### src/rtl/ntt_pkg.sv
// Shared NTT datapath definitions.
//   reorder_state_t : phase encoding used by the input and output reorder stages
//   N / HALF_N      : transform length for the default 4-stage configuration
//   n_of / half_n_of: derive the transform length from a module's NUM_STAGES
package ntt_pkg;

  localparam int unsigned NUM_STAGES_DEFAULT = 4;
  localparam int unsigned N                  = 32'd1 << NUM_STAGES_DEFAULT;
  localparam int unsigned HALF_N             = N / 2;

  typedef enum logic [1:0] {
    LOAD  = 2'd0,
    DRAIN = 2'd1,
    DONE  = 2'd2
  } reorder_state_t;

  function automatic int unsigned n_of(input int unsigned stages);
    return 32'd1 << stages;
  endfunction

  function automatic int unsigned half_n_of(input int unsigned stages);
    return (32'd1 << stages) >> 1;
  endfunction

endpackage

### src/rtl/reorder_in_if.sv
// Handshake bundle of the input reorder buffer.
//   in_valid/in_data/in_ready          : coefficient stream, natural order
//   out_valid/out_ready                : butterfly pair stream
//   data_top/data_bot/pair_idx         : pair (x[k], x[k+N/2]) and its k
// slave modport is the reorder block, master is the surrounding datapath.
interface reorder_in_if #(
  parameter int unsigned DATA_W     = 16,
  parameter int unsigned NUM_STAGES = 4
);

  logic                    in_valid;
  logic [DATA_W-1:0]       in_data;
  logic                    in_ready;
  logic                    out_valid;
  logic                    out_ready;
  logic [DATA_W-1:0]       data_top;
  logic [DATA_W-1:0]       data_bot;
  logic [NUM_STAGES-2:0]   pair_idx;

  modport slave (
    input  in_valid, in_data, out_ready,
    output in_ready, out_valid, data_top, data_bot, pair_idx
  );

  modport master (
    output in_valid, in_data, out_ready,
    input  in_ready, out_valid, data_top, data_bot, pair_idx
  );

endinterface

### src/rtl/reorder_in_pair_buffer.sv
// Register array with one synchronous write port and two combinational
// read ports (top/bottom half of the butterfly pair). Contents are not reset.
//   clk              : clock
//   we/waddr/wdata   : write port
//   raddr_top/_bot   : read addresses
//   rdata_top/_bot   : read data
module pair_buffer #(
  parameter int unsigned DATA_W = 16,
  parameter int unsigned ADDR_W = 4
) (
  input  logic              clk,
  input  logic              we,
  input  logic [ADDR_W-1:0] waddr,
  input  logic [DATA_W-1:0] wdata,
  input  logic [ADDR_W-1:0] raddr_top,
  input  logic [ADDR_W-1:0] raddr_bot,
  output logic [DATA_W-1:0] rdata_top,
  output logic [DATA_W-1:0] rdata_bot
);

  localparam int unsigned DEPTH = 32'd1 << ADDR_W;

  logic [DATA_W-1:0] mem [DEPTH];

  always_ff @(posedge clk) begin
    if (we) begin
      mem[waddr] <= wdata;
    end
  end

  assign rdata_top = mem[raddr_top];
  assign rdata_bot = mem[raddr_bot];

endmodule

### src/rtl/reorder_in.sv
// Input-side reorder buffer for the NTT datapath. Loads N = 2^NUM_STAGES
// coefficients in natural order, then emits N/2 pairs (x[k], x[k+N/2]) for
// the first DIF stage. Runs once per reset: LOAD -> DRAIN -> DONE.
//   clk, reset : clock, synchronous active-high reset
//   bus        : coefficient input and pair output handshakes
//   in_done    : all N coefficients stored (sticky)
//   out_done   : all N/2 pairs consumed (sticky)
module reorder_in
  import ntt_pkg::*;
#(
  parameter int unsigned NUM_STAGES = 4,
  parameter int unsigned DATA_W     = 16
) (
  input  logic         clk,
  input  logic         reset,
  reorder_in_if.slave  bus,
  output logic         in_done,
  output logic         out_done
);

  localparam logic [NUM_STAGES-1:0] HALF_CNT = NUM_STAGES'(half_n_of(NUM_STAGES));

  reorder_state_t        state, state_next;
  logic [NUM_STAGES-1:0] wr_cnt;
  logic [NUM_STAGES-1:0] rd_cnt;
  logic                  accept;
  logic                  last_accept;
  logic                  load_pair;
  logic                  drain_exit;
  logic [DATA_W-1:0]     rdata_top;
  logic [DATA_W-1:0]     rdata_bot;

  pair_buffer #(
    .DATA_W (DATA_W),
    .ADDR_W (NUM_STAGES)
  ) u_buf (
    .clk       (clk),
    .we        (accept),
    .waddr     (wr_cnt),
    .wdata     (bus.in_data),
    .raddr_top (rd_cnt),
    .raddr_bot ({1'b1, rd_cnt[NUM_STAGES-2:0]}),
    .rdata_top (rdata_top),
    .rdata_bot (rdata_bot)
  );

  always_ff @(posedge clk) begin
    if (reset) begin
      state <= LOAD;
    end else begin
      state <= state_next;
    end
  end

  // rd_cnt counts pairs loaded into the output registers, so it reaches
  // HALF_CNT while the final pair is still being presented; the exit waits
  // for that pair's handshake.
  always_comb begin
    state_next  = state;
    accept      = 1'b0;
    last_accept = 1'b0;
    load_pair   = 1'b0;
    drain_exit  = 1'b0;
    unique case (state)
      LOAD: begin
        accept      = bus.in_valid && bus.in_ready;
        last_accept = accept && (wr_cnt == '1);
        if (last_accept) begin
          state_next = DRAIN;
        end
      end
      DRAIN: begin
        load_pair  = (!bus.out_valid || bus.out_ready) && (rd_cnt < HALF_CNT);
        drain_exit = bus.out_valid && bus.out_ready && (rd_cnt == HALF_CNT);
        if (drain_exit) begin
          state_next = DONE;
        end
      end
      DONE: begin
        state_next = DONE;
      end
      default: begin
        state_next = LOAD;
      end
    endcase
  end

  always_ff @(posedge clk) begin
    if (reset) begin
      bus.in_ready  <= 1'b0;
      bus.out_valid <= 1'b0;
      bus.data_top  <= '0;
      bus.data_bot  <= '0;
      bus.pair_idx  <= '0;
      in_done       <= 1'b0;
      out_done      <= 1'b0;
      wr_cnt        <= '0;
      rd_cnt        <= '0;
    end else begin
      bus.in_ready <= (state_next == LOAD);
      if (accept) begin
        wr_cnt <= wr_cnt + 1'b1;
      end
      if (last_accept) begin
        in_done <= 1'b1;
      end
      if (load_pair) begin
        bus.data_top  <= rdata_top;
        bus.data_bot  <= rdata_bot;
        bus.pair_idx  <= rd_cnt[NUM_STAGES-2:0];
        bus.out_valid <= 1'b1;
        rd_cnt        <= rd_cnt + 1'b1;
      end else if (drain_exit) begin
        bus.out_valid <= 1'b0;
        out_done      <= 1'b1;
      end
    end
  end

endmodule

### src/flat_wrapper.sv
// flat-port wrapper written by rule: the top's interface ports become plain ports
module reorder_in_flat import ntt_pkg::*;
#(
  parameter int unsigned NUM_STAGES = 4,
  parameter int unsigned DATA_W     = 16
)
  (clk, reset, in_done, out_done, bus_in_valid, bus_in_data, bus_out_ready, bus_in_ready, bus_out_valid, bus_data_top, bus_data_bot, bus_pair_idx);
  reorder_in_if #(.DATA_W(DATA_W), .NUM_STAGES(NUM_STAGES)) bus_i ();
  input  logic clk;
  input  logic reset;
  output logic in_done;
  output logic out_done;
  input wire logic [$bits(bus_i.in_valid)-1:0] bus_in_valid;
  input wire logic [$bits(bus_i.in_data)-1:0] bus_in_data;
  input wire logic [$bits(bus_i.out_ready)-1:0] bus_out_ready;
  output wire logic [$bits(bus_i.in_ready)-1:0] bus_in_ready;
  output wire logic [$bits(bus_i.out_valid)-1:0] bus_out_valid;
  output wire logic [$bits(bus_i.data_top)-1:0] bus_data_top;
  output wire logic [$bits(bus_i.data_bot)-1:0] bus_data_bot;
  output wire logic [$bits(bus_i.pair_idx)-1:0] bus_pair_idx;
  assign bus_i.in_valid = bus_in_valid;
  assign bus_i.in_data = bus_in_data;
  assign bus_i.out_ready = bus_out_ready;
  assign bus_in_ready = bus_i.in_ready;
  assign bus_out_valid = bus_i.out_valid;
  assign bus_data_top = bus_i.data_top;
  assign bus_data_bot = bus_i.data_bot;
  assign bus_pair_idx = bus_i.pair_idx;
  reorder_in #(.NUM_STAGES(NUM_STAGES), .DATA_W(DATA_W)) u_core (.clk(clk), .reset(reset), .bus(bus_i), .in_done(in_done), .out_done(out_done));
endmodule
### config.mk
export PLATFORM = sky130hd
export DESIGN_NAME = reorder_in_flat
export DESIGN_NICKNAME = d
export VERILOG_FILES = /design/src/rtl/ntt_pkg.sv /design/src/rtl/reorder_in_if.sv /design/src/rtl/reorder_in_pair_buffer.sv /design/src/rtl/reorder_in.sv /design/src/flat_wrapper.sv
export SDC_FILE = /design/constraint.sdc
export NUM_CORES = 1
export LEC_CHECK = 0
export CAP_MARGIN = 15
export CORE_MARGIN = 3
export CORE_UTILIZATION = 45
export DETAILED_ROUTE_END_ITERATION = 8
export PLACE_DENSITY_LB_ADDON = 0.05
export SETUP_SLACK_MARGIN = 0.4
export SYNTH_ARGS = -nofsm -noshare
export SYNTH_HDL_FRONTEND = slang
export SYNTH_SLANG_ARGS = --single-unit
export TNS_END_PERCENT = 30
### constraint.sdc
create_clock -name clk -period 2.7 [get_ports clk]
set_input_delay 0.405 -clock clk [delete_from_list [all_inputs] [get_ports clk]]
set_output_delay 0.405 -clock clk [all_outputs]
set_load 0.02 [all_outputs]
-- Yosys cells after proc, flatten, opt, wreduce, memory -nomap -nowiden
Memories as Yosys holds them, arrays and structs flattened. A register that Yosys moved wholly into a read port is not among the register bits.
Index checks and enable logic that the tools add are counted.
Widths: inputs -> output; s select.
- bits in writable memories: 256
- output and inout bits: 39
- latch bits: 0
- register bits after elaboration: 17
- memories kept: 1
- logic and storage cells: 39
- bits in read-only memories: 0
- memory list (memory ; depth ; width ; read ports ; clocked after memory_dff ; write ports ; RTL line ; text):
    u_core.u_buf.mem ; 16 ; 16 ; 2 ; 2 ; 1 ; reorder_in_pair_buffer.sv:23 ; logic [DATA_W-1:0] mem [DEPTH];
- reductions and logical operators: 11
- order comparisons: 1
- shifts and indexed selects: 0
- bitwise gates (word level): 1
- equal/unequal tests: 4
- divide/modulo/power cells: 0
- multiplexer cells: 11
- $add $sub $neg: 2
- $mul: 0
- operators by type and width (kind ; number):
    $add 4x1->4 const B ; 2
    $eq 4x4->1 const B ; 2
    $mux 1 ; 8
    $pmux 2 s3 ; 1
    $logic_and 1x1->1 ; 5
    $logic_not 2->1 ; 2
    $lt 4x4->1 const B ; 1
    $mux 2 ; 2
    $eq 2x1->1 const B ; 1
    $eq 2x2->1 const B ; 1
    $reduce_and 2->1 ; 1
    $reduce_bool 2->1 ; 1
    $logic_not 1->1 ; 1
    $logic_or 1x1->1 ; 1
    $not 1->1 ; 1

-- Longest topological paths before layout
- depth in word-level cells: 6
- gate-level depth with buffers: 8
- gate-level depth less buffers: 5

-- Hierarchy
Synthesis repeated with hierarchy kept, for this count alone.
- cells, all modules: 767
- area total of the unflattened synthesis: 13884.6 um^2
- by module, submodules not included (module ; cells each ; instances ; area an instance (um^2) ; sequential area each (um^2)):
    pair_buffer ; 553 ; 1 ; 11673.7 ; 7687.4
    reorder_in ; 214 ; 1 ; 2210.9 ; 980.9

-- Least setup slack after synthesis
No wires, ideal clock.
- path kind: reg-to-reg
- start point: register u_core.bus.in_ready
- end point: memory u_core.u_buf.mem[2][0] (enable)
- slack: 288 ps
- clock period less this slack: 2412 ps
- stages on the path, launching flop included: 4
- library setup time: 409 ps
- arrival: 2003 ps
- data required time: 2291 ps
- path through: dfxtp_1 and4bb_1 nand2_1 nor3_1
- cells in the longest elaborated chain, start to end: 4
- RTL lines (what ; RTL line ; text):
    start, declared ; reorder_in_if.sv:22 ; output in_ready, out_valid, data_top, data_bot, pair_idx
    start signal, assigned ; reorder_in.sv:100 ; bus.in_ready <= (state_next == LOAD);
    $logic_and 1x1->1 ; reorder_in.sv:66 ; accept = bus.in_valid && bus.in_ready;
    $mux 1 ; reorder_in.sv:64 ; unique case (state)
    $mux 1 ; reorder_in_pair_buffer.sv:26 ; if (we) begin
    $mux 1 (implied by the code) ; reorder_in_pair_buffer.sv:27 ; mem[waddr] <= wdata;
    end, declared ; reorder_in_pair_buffer.sv:23 ;
Every way passes these cells.

-- Worst setup path after layout
- start point: register u_core.rd_cnt[1]
- end point: register u_core.rd_cnt[2]
- cells in the longest elaborated chain, start to end: 3
- RTL lines (what ; RTL line ; text):
    start, declared ; reorder_in.sv:25 ; logic [NUM_STAGES-1:0] rd_cnt;
    start signal, assigned ; reorder_in.sv:112 ; rd_cnt <= rd_cnt + 1'b1;
    $lt 4x4->1 ; reorder_in.sv:73 ; load_pair = (!bus.out_valid || bus.out_ready) && (rd_cnt < HALF_CNT);
    $logic_and 1x1->1 ; reorder_in.sv:73 ;
    $mux 1 ; reorder_in.sv:64 ;
Parallel ways exist; a longest one is shown, timed or not.
A chain may end at the register's enable or synchronous reset.

==> results.json <==
{
  "synth.cell_area_um2": 11540,
  "timing.critical_path.fanout_max": 33,
  "timing.hold.ws_ps": 340.9,
  "synth_top_area_share_pct": 66.60,
  "post-synth-top-area-cell": "sky130_fd_sc_hd__edfxtp_1",
  "cts_root_buffer": "sky130_fd_sc_hd__clkbuf_16",
  "num_antenna_cells": 0,
  "drt_iter0_markers": 433,
  "h_tree_depth": 2,
  "place_ws_ps": 462.1,
  "synth_most_common_cell": "sky130_fd_sc_hd__edfxtp_1",
  "route.detailed.drc": 0,
  "ys_ff_latch": 305,
  "post-route-period-util_pct": 78.60,
  "power_per_cell_area_nw_per_um2": 701.3,
  "timing.rr.start": "u_core.rd_cnt[1]$_SDFFE_PP0P_",
  "leakage_nw": 4.363,
  "hold_viol_final": 0,
  "finalNetCount": 713,
  "maxCapViolCount": 0,
  "detail_route.wl_per_cell_um": 24.39,
  "run_status": "complete, no violations",
  "area_overhead_of_the_layout_relative_to_synthesis_pct": 18.99,
  "yosysWarnings": 0,
  "synth_flop_cell": "sky130_fd_sc_hd__edfxtp_1",
  "initial_core_utilization_pct": 46.64,
  "antenna_found_initial": 0,
  "yosysSeqAreaShare_pct": 75.10,
  "final_cells": 1034,
  "cts_made_buffers": 34,
  "fin_crit_ps": 2122,
  "floorplan.rows": 57,
  "filler_cell_count": 1899,
  "detailedRoute.firstPassIterationCount": 4,
  "drt-vias-per-instance": 5.574,
  "leading_post_synthesis_cells_by_cell_area": "sky130_fd_sc_hd__edfxtp_1, sky130_fd_sc_hd__mux4_2, sky130_fd_sc_hd__dfxtp_1",
  "netlist_instances": 595,
  "worst_pin_slew_ps": 952.8,
  "gp_congestion": 0.7937,
  "final_layout_size_suffix_gt1_share_pct": 22.11,
  "min-delay-start": "reset",
  "cts_resized": 0,
  "vdd.ir_drop.worst_mv": 0.4964,
  "report.final.setup_viol": 0,
  "num_io_pins": 59,
  "fin_tns_setup_ps": 0,
  "global_route_wire_length_before_repair_um": 39000,
  "fmaxAchievable_ghz": 0.4712,
  "critical_path.endpoint_type": "flip-flop",
  "worst_slew_margin_rel_pct": 36.48,
  "syn_nets": 621,
  "slew_viols_final": 0,
  "rsz0062_at_grt": "no",
  "synth-edff-count": 256,
  "crit_start": "u_core.rd_cnt[1]$_SDFFE_PP0P_",
  "ctsHoldBuffers": 0,
  "yosys.cell_types.count": 33,
  "worst_hold_class": "primary input to flip-flop",
  "dpl.cell_count": 975,
  "cts.sinks": 305,
  "crit_path_kind": "flip-flop to flip-flop",
  "placeableCoreArea_um2": 24750,
  "synth-async-reset-ratio_pct": 0,
  "dr_total_vias": 5763,
  "dieWidth_um": 166.2,
  "required_ps": 3110,
  "clk_path_buf_depth": 3,
  "dp_hpwl_um": 15230,
  "tritoncts": "done",
  "count_of_port_buffers_added_during_placement": 58,
  "grt_pass1_vias": 6137,
  "crit_arrival_ps": 2540,
  "worstSetupStartpointType": "flip-flop",
  "ys_top_cells_by_count": "sky130_fd_sc_hd__edfxtp_1, sky130_fd_sc_hd__mux4_2, sky130_fd_sc_hd__dfxtp_1",
  "worst_r2r_path_depth": 5,
  "detail-route-antenna-nets": 0,
  "dieArea_um2": 27610,
  "grt_max_degree": 40,
  "path_clk_slew_ps": 60,
  "die_h_um": 166.2,
  "grtUsageTotal_pct": 18.66,
  "clk_lat_worst_skew_ps": 500,
  "synth_area_per_cell_um2": 19.40,
  "fin_skew_ps": 14.66,
  "global_route.overflow_total": 0,
  "cts_setup_buffers": 0,
  "finalWorstSetupSlack_ps": 577.9,
  "wirelength_um": 25220,
  "hold-path-cell-count": 2,
  "fin_total_pwr_w": 0.009632
}
-- power by group --
group	switching (W)	leakage (nW)	internal (W)
clock	0.00174	0.517	0.00261
sequential	0.00000691	2.70	0.00512
combinational	0.000106	1.14	0.0000481
-- cell usage in the layout (no fill, tap or decap), types with 2 or more instances in the layout --
cell,Yosys,final
sky130_fd_sc_hd__a211oi_1,32,32
sky130_fd_sc_hd__a21oi_1,45,45
sky130_fd_sc_hd__buf_12,0,4
sky130_fd_sc_hd__buf_4,8,32
sky130_fd_sc_hd__bufinv_16,0,2
sky130_fd_sc_hd__clkbuf_1,9,8
sky130_fd_sc_hd__clkbuf_16,0,35
sky130_fd_sc_hd__clkbuf_8,0,2
sky130_fd_sc_hd__clkdlybuf4s50_1,0,57
sky130_fd_sc_hd__clkinv_1,0,6
sky130_fd_sc_hd__clkinv_2,0,5
sky130_fd_sc_hd__dfxtp_1,49,46
sky130_fd_sc_hd__dfxtp_2,0,2
sky130_fd_sc_hd__edfxtp_1,256,256
sky130_fd_sc_hd__ha_1,6,6
sky130_fd_sc_hd__inv_1,9,9
sky130_fd_sc_hd__mux2i_1,32,32
sky130_fd_sc_hd__mux4_2,64,64
sky130_fd_sc_hd__nand2_1,11,11
sky130_fd_sc_hd__nand2b_1,3,2
sky130_fd_sc_hd__nand3_1,6,6
sky130_fd_sc_hd__nor2_1,13,12
sky130_fd_sc_hd__nor2b_1,2,2
sky130_fd_sc_hd__nor3_2,0,4
sky130_fd_sc_hd__o21ai_0,8,8
sky130_fd_sc_hd__or3_1,3,3
sky130_fd_sc_hd__or4_1,2,2
-- flip-flops by register name (all words and copies together) (netlist names) --
signal and flops:
u_core.bus.in_ready 1, u_core.bus.pair_idx 3, u_core.rd_cnt 4, u_core.state 2, u_core.bus.data_bot 16, u_core.in_done 1
u_core.bus.out_valid 1, u_core.u_buf.mem 256, u_core.wr_cnt 4, u_core.out_done 1, u_core.bus.data_top 16
-- metrics by stage --
stage | util [%] | area (µm²)
4_1_cts | 55.50 | 13730
3_3_place_gp | 51.26 | 12680
6_report | 55.50 | 13730
2_1_floorplan | - | 11550
3_5_place_dp | 51.26 | 12680
5_1_grt | 55.50 | 13730
-- cell type report --
cell class	instances	area (µm²)	share of cell area, %
timing repair buffer	94	895.9	6.523
sequential	305	8675	63.16
tap	324	405.4	2.952
inverter	10	37.54	0.2733
clock inverter	14	116.4	0.8472
clock buffer	45	933.4	6.796
multi-input combinational	242	2671	19.45
-- critical path, cell delays in order (launching register included) --
cell	delay, ps
sky130_fd_sc_hd__dfxtp_4	800
sky130_fd_sc_hd__buf_4	320
sky130_fd_sc_hd__ha_1	170
sky130_fd_sc_hd__inv_1	60
sky130_fd_sc_hd__or4_1	510
sky130_fd_sc_hd__a21oi_1	150
-- kinds of logic (layout without fill, tap and decap cells) --
group | Yosys count | count (layout) | synth area share [%]
buffers and inverters | 48 | 163 | 2.016
AND/OR/NAND/NOR | 51 | 51 | 2.320
AO/OA/AOI/OAI | 89 | 89 | 4.651
multiplexers | 96 | 96 | 15.26
flip-flops | 305 | 305 | 75.10
adder cells (fa/ha/maj) | 6 | 6 | 0.6504
-- per-layer routing --
| metal | GRT usage [%] | wire, µm |
|---|---|---|
| met1 | 26.58 | 11380 |
| met5 | 0 | 0 |
| met3 | 2.928 | 1093 |
| met2 | 30.22 | 12180 |
| met4 | 5.461 | 568 |
-- final timing paths --
| check | end | slack, ps |
|---|---|---|
| hold reg to reg | u_core.out_done$_SDFFE_PP0P_ | 470 |
| setup reg to reg | u_core.rd_cnt[2]$_SDFFE_PP0P_ | 580 |
| hold / removal | u_core.rd_cnt[3]$_SDFFE_PP0P_ | 340 |
| setup / recovery | u_core.rd_cnt[2]$_SDFFE_PP0P_ | 580 |
Note: power is estimated with default switching activity, not from simulation.
